<file path="src/rtl/q294_pkg.sv">
// Shared types and the single-share Q294 threshold component for the nibble-serial layer.
package q294_pkg;

    typedef enum logic [1:0] {
        IDLE,
        RUN,
        DONE
    } state_t;

    localparam int NIBBLES = 16;

    // a is this share's nibble, b is the next share's nibble in the rotation.
    function automatic logic [3:0] q294_share(input logic [3:0] a, input logic [3:0] b);
        logic [3:0] o;
        o[3] = a[3];
        o[2] = a[2];
        o[1] = a[1] ^ (a[3] & a[2]) ^ (a[3] & b[2]) ^ (b[3] & a[2]);
        o[0] = a[0] ^ (a[3] & a[1]) ^ (a[3] & b[1]) ^ (b[3] & a[1]);
        return o;
    endfunction

endpackage

</file>
<file path="src/rtl/q294_layer_serial_if.sv">
// Input/output valid-ready bus carrying the three 64-bit shares of a Midori64 state.
interface q294_layer_serial_if;

    logic        in_valid;
    logic        in_ready;
    logic [63:0] in_sh1;
    logic [63:0] in_sh2;
    logic [63:0] in_sh3;
    logic        out_valid;
    logic        out_ready;
    logic [63:0] out_sh1;
    logic [63:0] out_sh2;
    logic [63:0] out_sh3;

    modport master (
        output in_valid, in_sh1, in_sh2, in_sh3, out_ready,
        input  in_ready, out_valid, out_sh1, out_sh2, out_sh3
    );

    modport slave (
        input  in_valid, in_sh1, in_sh2, in_sh3, out_ready,
        output in_ready, out_valid, out_sh1, out_sh2, out_sh3
    );

endinterface

</file>
<file path="src/rtl/q294_nibble_ti.sv">
// Combinational 3-share Q294 for one nibble; each output share is non-complete (never sees its own "previous" share).
module q294_nibble_ti
    import q294_pkg::*;
(
    input  logic [3:0] i_sh1,
    input  logic [3:0] i_sh2,
    input  logic [3:0] i_sh3,
    output logic [3:0] o_sh1,
    output logic [3:0] o_sh2,
    output logic [3:0] o_sh3
);

    assign o_sh1 = q294_share(i_sh1, i_sh2);
    assign o_sh2 = q294_share(i_sh2, i_sh3);
    assign o_sh3 = q294_share(i_sh3, i_sh1);

endmodule

</file>
<file path="src/rtl/q294_layer_serial.sv">
// Nibble-serial Q294 TI layer: loads a shared state, rotates it through NPC component slices, presents the result.
module q294_layer_serial
    import q294_pkg::*;
#(
    parameter int NPC = 4
) (
    input  logic               clk,
    input  logic               rst,
    q294_layer_serial_if.slave bus,
    output logic               busy
);

    localparam int N  = NIBBLES / NPC;
    localparam int CW = (N > 1) ? $clog2(N) : 1;
    localparam int SW = 4 * NPC;

    state_t        r_state;
    logic [CW-1:0] r_cnt;
    logic [63:0]   r_sh1;
    logic [63:0]   r_sh2;
    logic [63:0]   r_sh3;
    logic          r_in_ready;
    logic          r_out_valid;
    logic          r_busy;

    logic [SW-1:0] w_new1;
    logic [SW-1:0] w_new2;
    logic [SW-1:0] w_new3;
    logic [63:0]   w_next1;
    logic [63:0]   w_next2;
    logic [63:0]   w_next3;

    for (genvar k = 0; k < NPC; k++) begin : g_nib
        q294_nibble_ti u_ti (
            .i_sh1 (r_sh1[4*k +: 4]),
            .i_sh2 (r_sh2[4*k +: 4]),
            .i_sh3 (r_sh3[4*k +: 4]),
            .o_sh1 (w_new1[4*k +: 4]),
            .o_sh2 (w_new2[4*k +: 4]),
            .o_sh3 (w_new3[4*k +: 4])
        );
    end

    // Results enter at the top so that after N shifts every nibble is back in its own position.
    if (NPC == NIBBLES) begin : g_full
        assign w_next1 = w_new1;
        assign w_next2 = w_new2;
        assign w_next3 = w_new3;
    end else begin : g_part
        assign w_next1 = {w_new1, r_sh1[63:SW]};
        assign w_next2 = {w_new2, r_sh2[63:SW]};
        assign w_next3 = {w_new3, r_sh3[63:SW]};
    end

    always_ff @(posedge clk) begin
        if (rst) begin
            r_state     <= IDLE;
            r_cnt       <= '0;
            r_sh1       <= '0;
            r_sh2       <= '0;
            r_sh3       <= '0;
            r_in_ready  <= 1'b1;
            r_out_valid <= 1'b0;
            r_busy      <= 1'b0;
        end else begin
            case (r_state)
                IDLE: begin
                    if (bus.in_valid) begin
                        r_sh1      <= bus.in_sh1;
                        r_sh2      <= bus.in_sh2;
                        r_sh3      <= bus.in_sh3;
                        r_cnt      <= '0;
                        r_state    <= RUN;
                        r_in_ready <= 1'b0;
                        r_busy     <= 1'b1;
                    end
                end
                RUN: begin
                    r_sh1 <= w_next1;
                    r_sh2 <= w_next2;
                    r_sh3 <= w_next3;
                    r_cnt <= r_cnt + CW'(1);
                    if (r_cnt == CW'(N - 1)) begin
                        r_state     <= DONE;
                        r_out_valid <= 1'b1;
                    end
                end
                DONE: begin
                    if (bus.out_ready) begin
                        r_state     <= IDLE;
                        r_out_valid <= 1'b0;
                        r_in_ready  <= 1'b1;
                        r_busy      <= 1'b0;
                    end
                end
                default: begin
                    r_state     <= IDLE;
                    r_out_valid <= 1'b0;
                    r_in_ready  <= 1'b1;
                    r_busy      <= 1'b0;
                end
            endcase
        end
    end

    assign bus.in_ready  = r_in_ready;
    assign bus.out_valid = r_out_valid;
    assign bus.out_sh1   = r_sh1;
    assign bus.out_sh2   = r_sh2;
    assign bus.out_sh3   = r_sh3;
    assign busy          = r_busy;

endmodule

</file>
<file path="src/flat_wrapper.sv">
// flat-port wrapper written by rule: the top's interface ports become plain ports
module q294_layer_serial_flat import q294_pkg::*;
#(
    parameter int NPC = 4
)
  (clk, rst, busy, bus_in_valid, bus_in_sh1, bus_in_sh2, bus_in_sh3, bus_out_ready, bus_in_ready, bus_out_valid, bus_out_sh1, bus_out_sh2, bus_out_sh3);
  q294_layer_serial_if bus_i ();
  input  logic clk;
  input  logic rst;
  output logic busy;
  input wire logic [$bits(bus_i.in_valid)-1:0] bus_in_valid;
  input wire logic [$bits(bus_i.in_sh1)-1:0] bus_in_sh1;
  input wire logic [$bits(bus_i.in_sh2)-1:0] bus_in_sh2;
  input wire logic [$bits(bus_i.in_sh3)-1:0] bus_in_sh3;
  input wire logic [$bits(bus_i.out_ready)-1:0] bus_out_ready;
  output wire logic [$bits(bus_i.in_ready)-1:0] bus_in_ready;
  output wire logic [$bits(bus_i.out_valid)-1:0] bus_out_valid;
  output wire logic [$bits(bus_i.out_sh1)-1:0] bus_out_sh1;
  output wire logic [$bits(bus_i.out_sh2)-1:0] bus_out_sh2;
  output wire logic [$bits(bus_i.out_sh3)-1:0] bus_out_sh3;
  assign bus_i.in_valid = bus_in_valid;
  assign bus_i.in_sh1 = bus_in_sh1;
  assign bus_i.in_sh2 = bus_in_sh2;
  assign bus_i.in_sh3 = bus_in_sh3;
  assign bus_i.out_ready = bus_out_ready;
  assign bus_in_ready = bus_i.in_ready;
  assign bus_out_valid = bus_i.out_valid;
  assign bus_out_sh1 = bus_i.out_sh1;
  assign bus_out_sh2 = bus_i.out_sh2;
  assign bus_out_sh3 = bus_i.out_sh3;
  q294_layer_serial #(.NPC(NPC)) u_core (.clk(clk), .rst(rst), .bus(bus_i), .busy(busy));
endmodule
</file>
<file path="config.mk">
export PLATFORM = sky130hd
export DESIGN_NAME = q294_layer_serial_flat
export DESIGN_NICKNAME = d
export VERILOG_FILES = /design/src/rtl/q294_pkg.sv /design/src/rtl/q294_layer_serial_if.sv /design/src/rtl/q294_nibble_ti.sv /design/src/rtl/q294_layer_serial.sv /design/src/flat_wrapper.sv
export SDC_FILE = /design/constraint.sdc
export NUM_CORES = 1
export LEC_CHECK = 0
export CORE_MARGIN = 2
export CORE_UTILIZATION = 40
export CTS_CLUSTER_DIAMETER = 120
export CTS_CLUSTER_SIZE = 12
export DETAILED_ROUTE_END_ITERATION = 12
export PLACE_DENSITY = 0.8
export SYNTH_ARGS = -nofsm -noshare
export SYNTH_HDL_FRONTEND = slang
export SYNTH_SLANG_ARGS = --single-unit
export TNS_END_PERCENT = 1
</file>
<file path="constraint.sdc">
create_clock -name clk -period 2.5 [get_ports clk]
set_input_delay 0.5 -clock clk [delete_from_list [all_inputs] [get_ports clk]]
set_output_delay 0.5 -clock clk [all_outputs]
set_load 0.01 [all_outputs]
</file>
==> results.json <==
{
  "path_cells": "clkdlybuf4s50_1",
  "postSynthCellCount": 1463,
  "synth_warnings": 0,
  "routed_wirelength_mm": 44.94,
  "critical_path_class": "register to output pin",
  "vias_per_cell": 5.683,
  "grt.met1_usage_pct": 40.99,
  "postCtsHoldBufs": 0,
  "worstSetupEndpointType": "output pin",
  "gr-total-overflow": 0,
  "postCtsSetupBuffers": 0,
  "cp_data_required_time_ns": 2.00,
  "power.leakage_nw": 6.393,
  "maxCapViolations": 0,
  "clock-sinks": 199,
  "period_needed_ns": 2.311,
  "cts.clk_slew.worst_paths_ns": 0.07,
  "gr-usage-met3_pct": 6.243,
  "synth-edff-count": 0,
  "cp_top_family": "flip-flops",
  "min_path_type": "primary input to register",
  "grt_pass1_wl_mm": 67.30,
  "final_area_um2": 15530,
  "cts_buffer_depth": 2,
  "rows": 60,
  "worst-path-buf-inv": 1,
  "cp_slowest_stage_delay_ns": 0.71,
  "place.gp.congestion": 0.9247,
  "drtAntennaViolNets": 0,
  "drt_iter0_markers": 1365,
  "grt_usage_pct": 30.46,
  "cts_root_buffer": "clkbuf_16",
  "place_ws_ns": 0.4946,
  "synth_top_area_share_pct": 36.80,
  "status": "completed",
  "cts_tree": "built",
  "io_pins": 391,
  "busiest_layer": "met2",
  "synth_area_per_cell_um2": 7.399,
  "synth-seq-cells": 199,
  "fin_crit_sh_pct": 92.43,
  "rsz0062_at_grt": "false",
  "ys_seq_area_share_pct": 36.80,
  "finalWorstSetupSlack_ns": 0.1892,
  "yosysUniqueCellTypes": 58,
  "hold_ws_ns": 0.4447,
  "grt_pass1_vias": 11497,
  "drive_gt1_share_pct": 5.266,
  "antenna_found_initial": 5,
  "hold_viol": 0,
  "arrival_ns": 1.81,
  "yosys-top-cells-area": "dfxtp_1 37%, nor2_1 17%, a2bb2oi_1 13%",
  "htree_num_levels": 4,
  "postCtsResizedCells": 0,
  "final_cells": 2129,
  "numCtsBuffers": 17,
  "synth_largest_area_cell": "dfxtp_1",
  "io_buffers": 390,
  "fin_util_pct": 58.13,
  "die_x_um": 168.5,
  "synth-main-ff-cell": "dfxtp_1",
  "dieArea_um2": 28390,
  "core_region_area_um2": 26730,
  "tightest_slew_ns": 0.9261,
  "setup_tns_ns": 0,
  "synthesis.nets": 1660,
  "final_common_cell": "nor2_1",
  "reg2reg_slack_ns": 0.43,
  "start_util_pct": 40.50,
  "grt_max_degree": 90,
  "via_count": 12100,
  "hpwl_mm": 32.07,
  "fin_nets": 1969,
  "cp_slowest_cell": "dfxtp_1",
  "p_per_area_nw_per_um2": 632.8,
  "startpoint_type": "register",
  "setup_viol": 0,
  "fmax_mhz": 432.8,
  "finalMaxSlewViolations": 0,
  "synth_area_um2": 10820,
  "dr.pass1.iters": 5,
  "syn_to_final_growth_pct": 43.52,
  "drt_drc_violations_left": 0,
  "async_reset_ff_share_pct": 0,
  "total_power_mw": 9.831,
  "wl_per_cell_um": 21.11,
  "slew_headroom_pct": 38.10,
  "dpl-instance-area_um2": 14900,
  "finClkSkew_ns": 0.02066,
  "dieHeight_um": 168.5,
  "grt.met2_usage_pct": 47.99,
  "dp_cells": 2094,
  "final_cell_mix": "500 x nor2_1, 388 x clkdlybuf4s50_1, 197 x dfxtp_1",
  "vdd_drop_max_v": 0.0003707,
  "cp_max_fo": 14,
  "insertion_delay_ns": 0.44
}
[worst paths after layout]
kind / depth (start not counted) / endpoint / start
min: 2 / u_core.busy / rst
min reg2reg: 2 / u_core.bus.out_sh2[36] / u_core.bus.out_sh2[36]
max: 1 / bus_out_sh1[15] / u_core.bus.out_sh1[15]
max reg2reg: 4 / u_core.bus.out_sh2[60] / u_core.r_state[0]
[cell usage after synthesis, types with 16 or more instances]
master and number:
nor2_1 500, dfxtp_1 199, a2bb2oi_1 165, nor3_1 161, buf_2 95, clkbuf_1 32
nor2b_1 23, o21ai_0 21, xnor2_1 21, a21oi_1 20, nand2_1 17, nand2b_1 17
a211oi_1 16, inv_1 16
[power by group]
| group | switching (mW) | total [mW] | internal [mW] |
|---|---|---|---|
| clock | 1.40 | 2.96 | 1.56 |
| sequential | 0.449 | 3.94 | 3.49 |
| combinational | 1.36 | 2.93 | 1.57 |
[metal layers]
metal  share of wire [%]  wire length (um)
met1                  43             19110
met2                  45             20160
met3                 9.2              4118
met4                 3.4              1521
met5               0.060                27
[sequential cells by signal (all words and copies together), names as in the netlist]
| signal | cells |
|---|---|
| u_core.bus.out_sh3 | 64 |
| u_core.bus.out_sh1 | 64 |
| u_core.busy | 1 |
| u_core.r_cnt | 2 |
| u_core.r_state | 2 |
| u_core.bus.in_ready | 1 |
| u_core.bus.out_valid | 1 |
| u_core.bus.out_sh2 | 64 |
[logic make-up after synthesis]
kind of cell    synth area share [%]
compound gates                 21.48
xor+xnor                       1.780
fa+ha+maj                     0.1156
buf+inv                        6.924
flops                          36.80
mux                            2.023
simple gates                   30.88
[area by class of cell]
cell class,instances,area (um^2)
Clock buffer,19,442.9
Fill cell,2480,11190
Timing Repair Buffer,433,4304
Sequential cell,199,3991
Antenna cell,3,7.507
Multi-Input combinational cell,1102,6103
Tap cell,341,426.7
Clock inverter,13,182.7
Inverter,19,76.32
No activity file was read; power rests on OpenSTA's default activity.
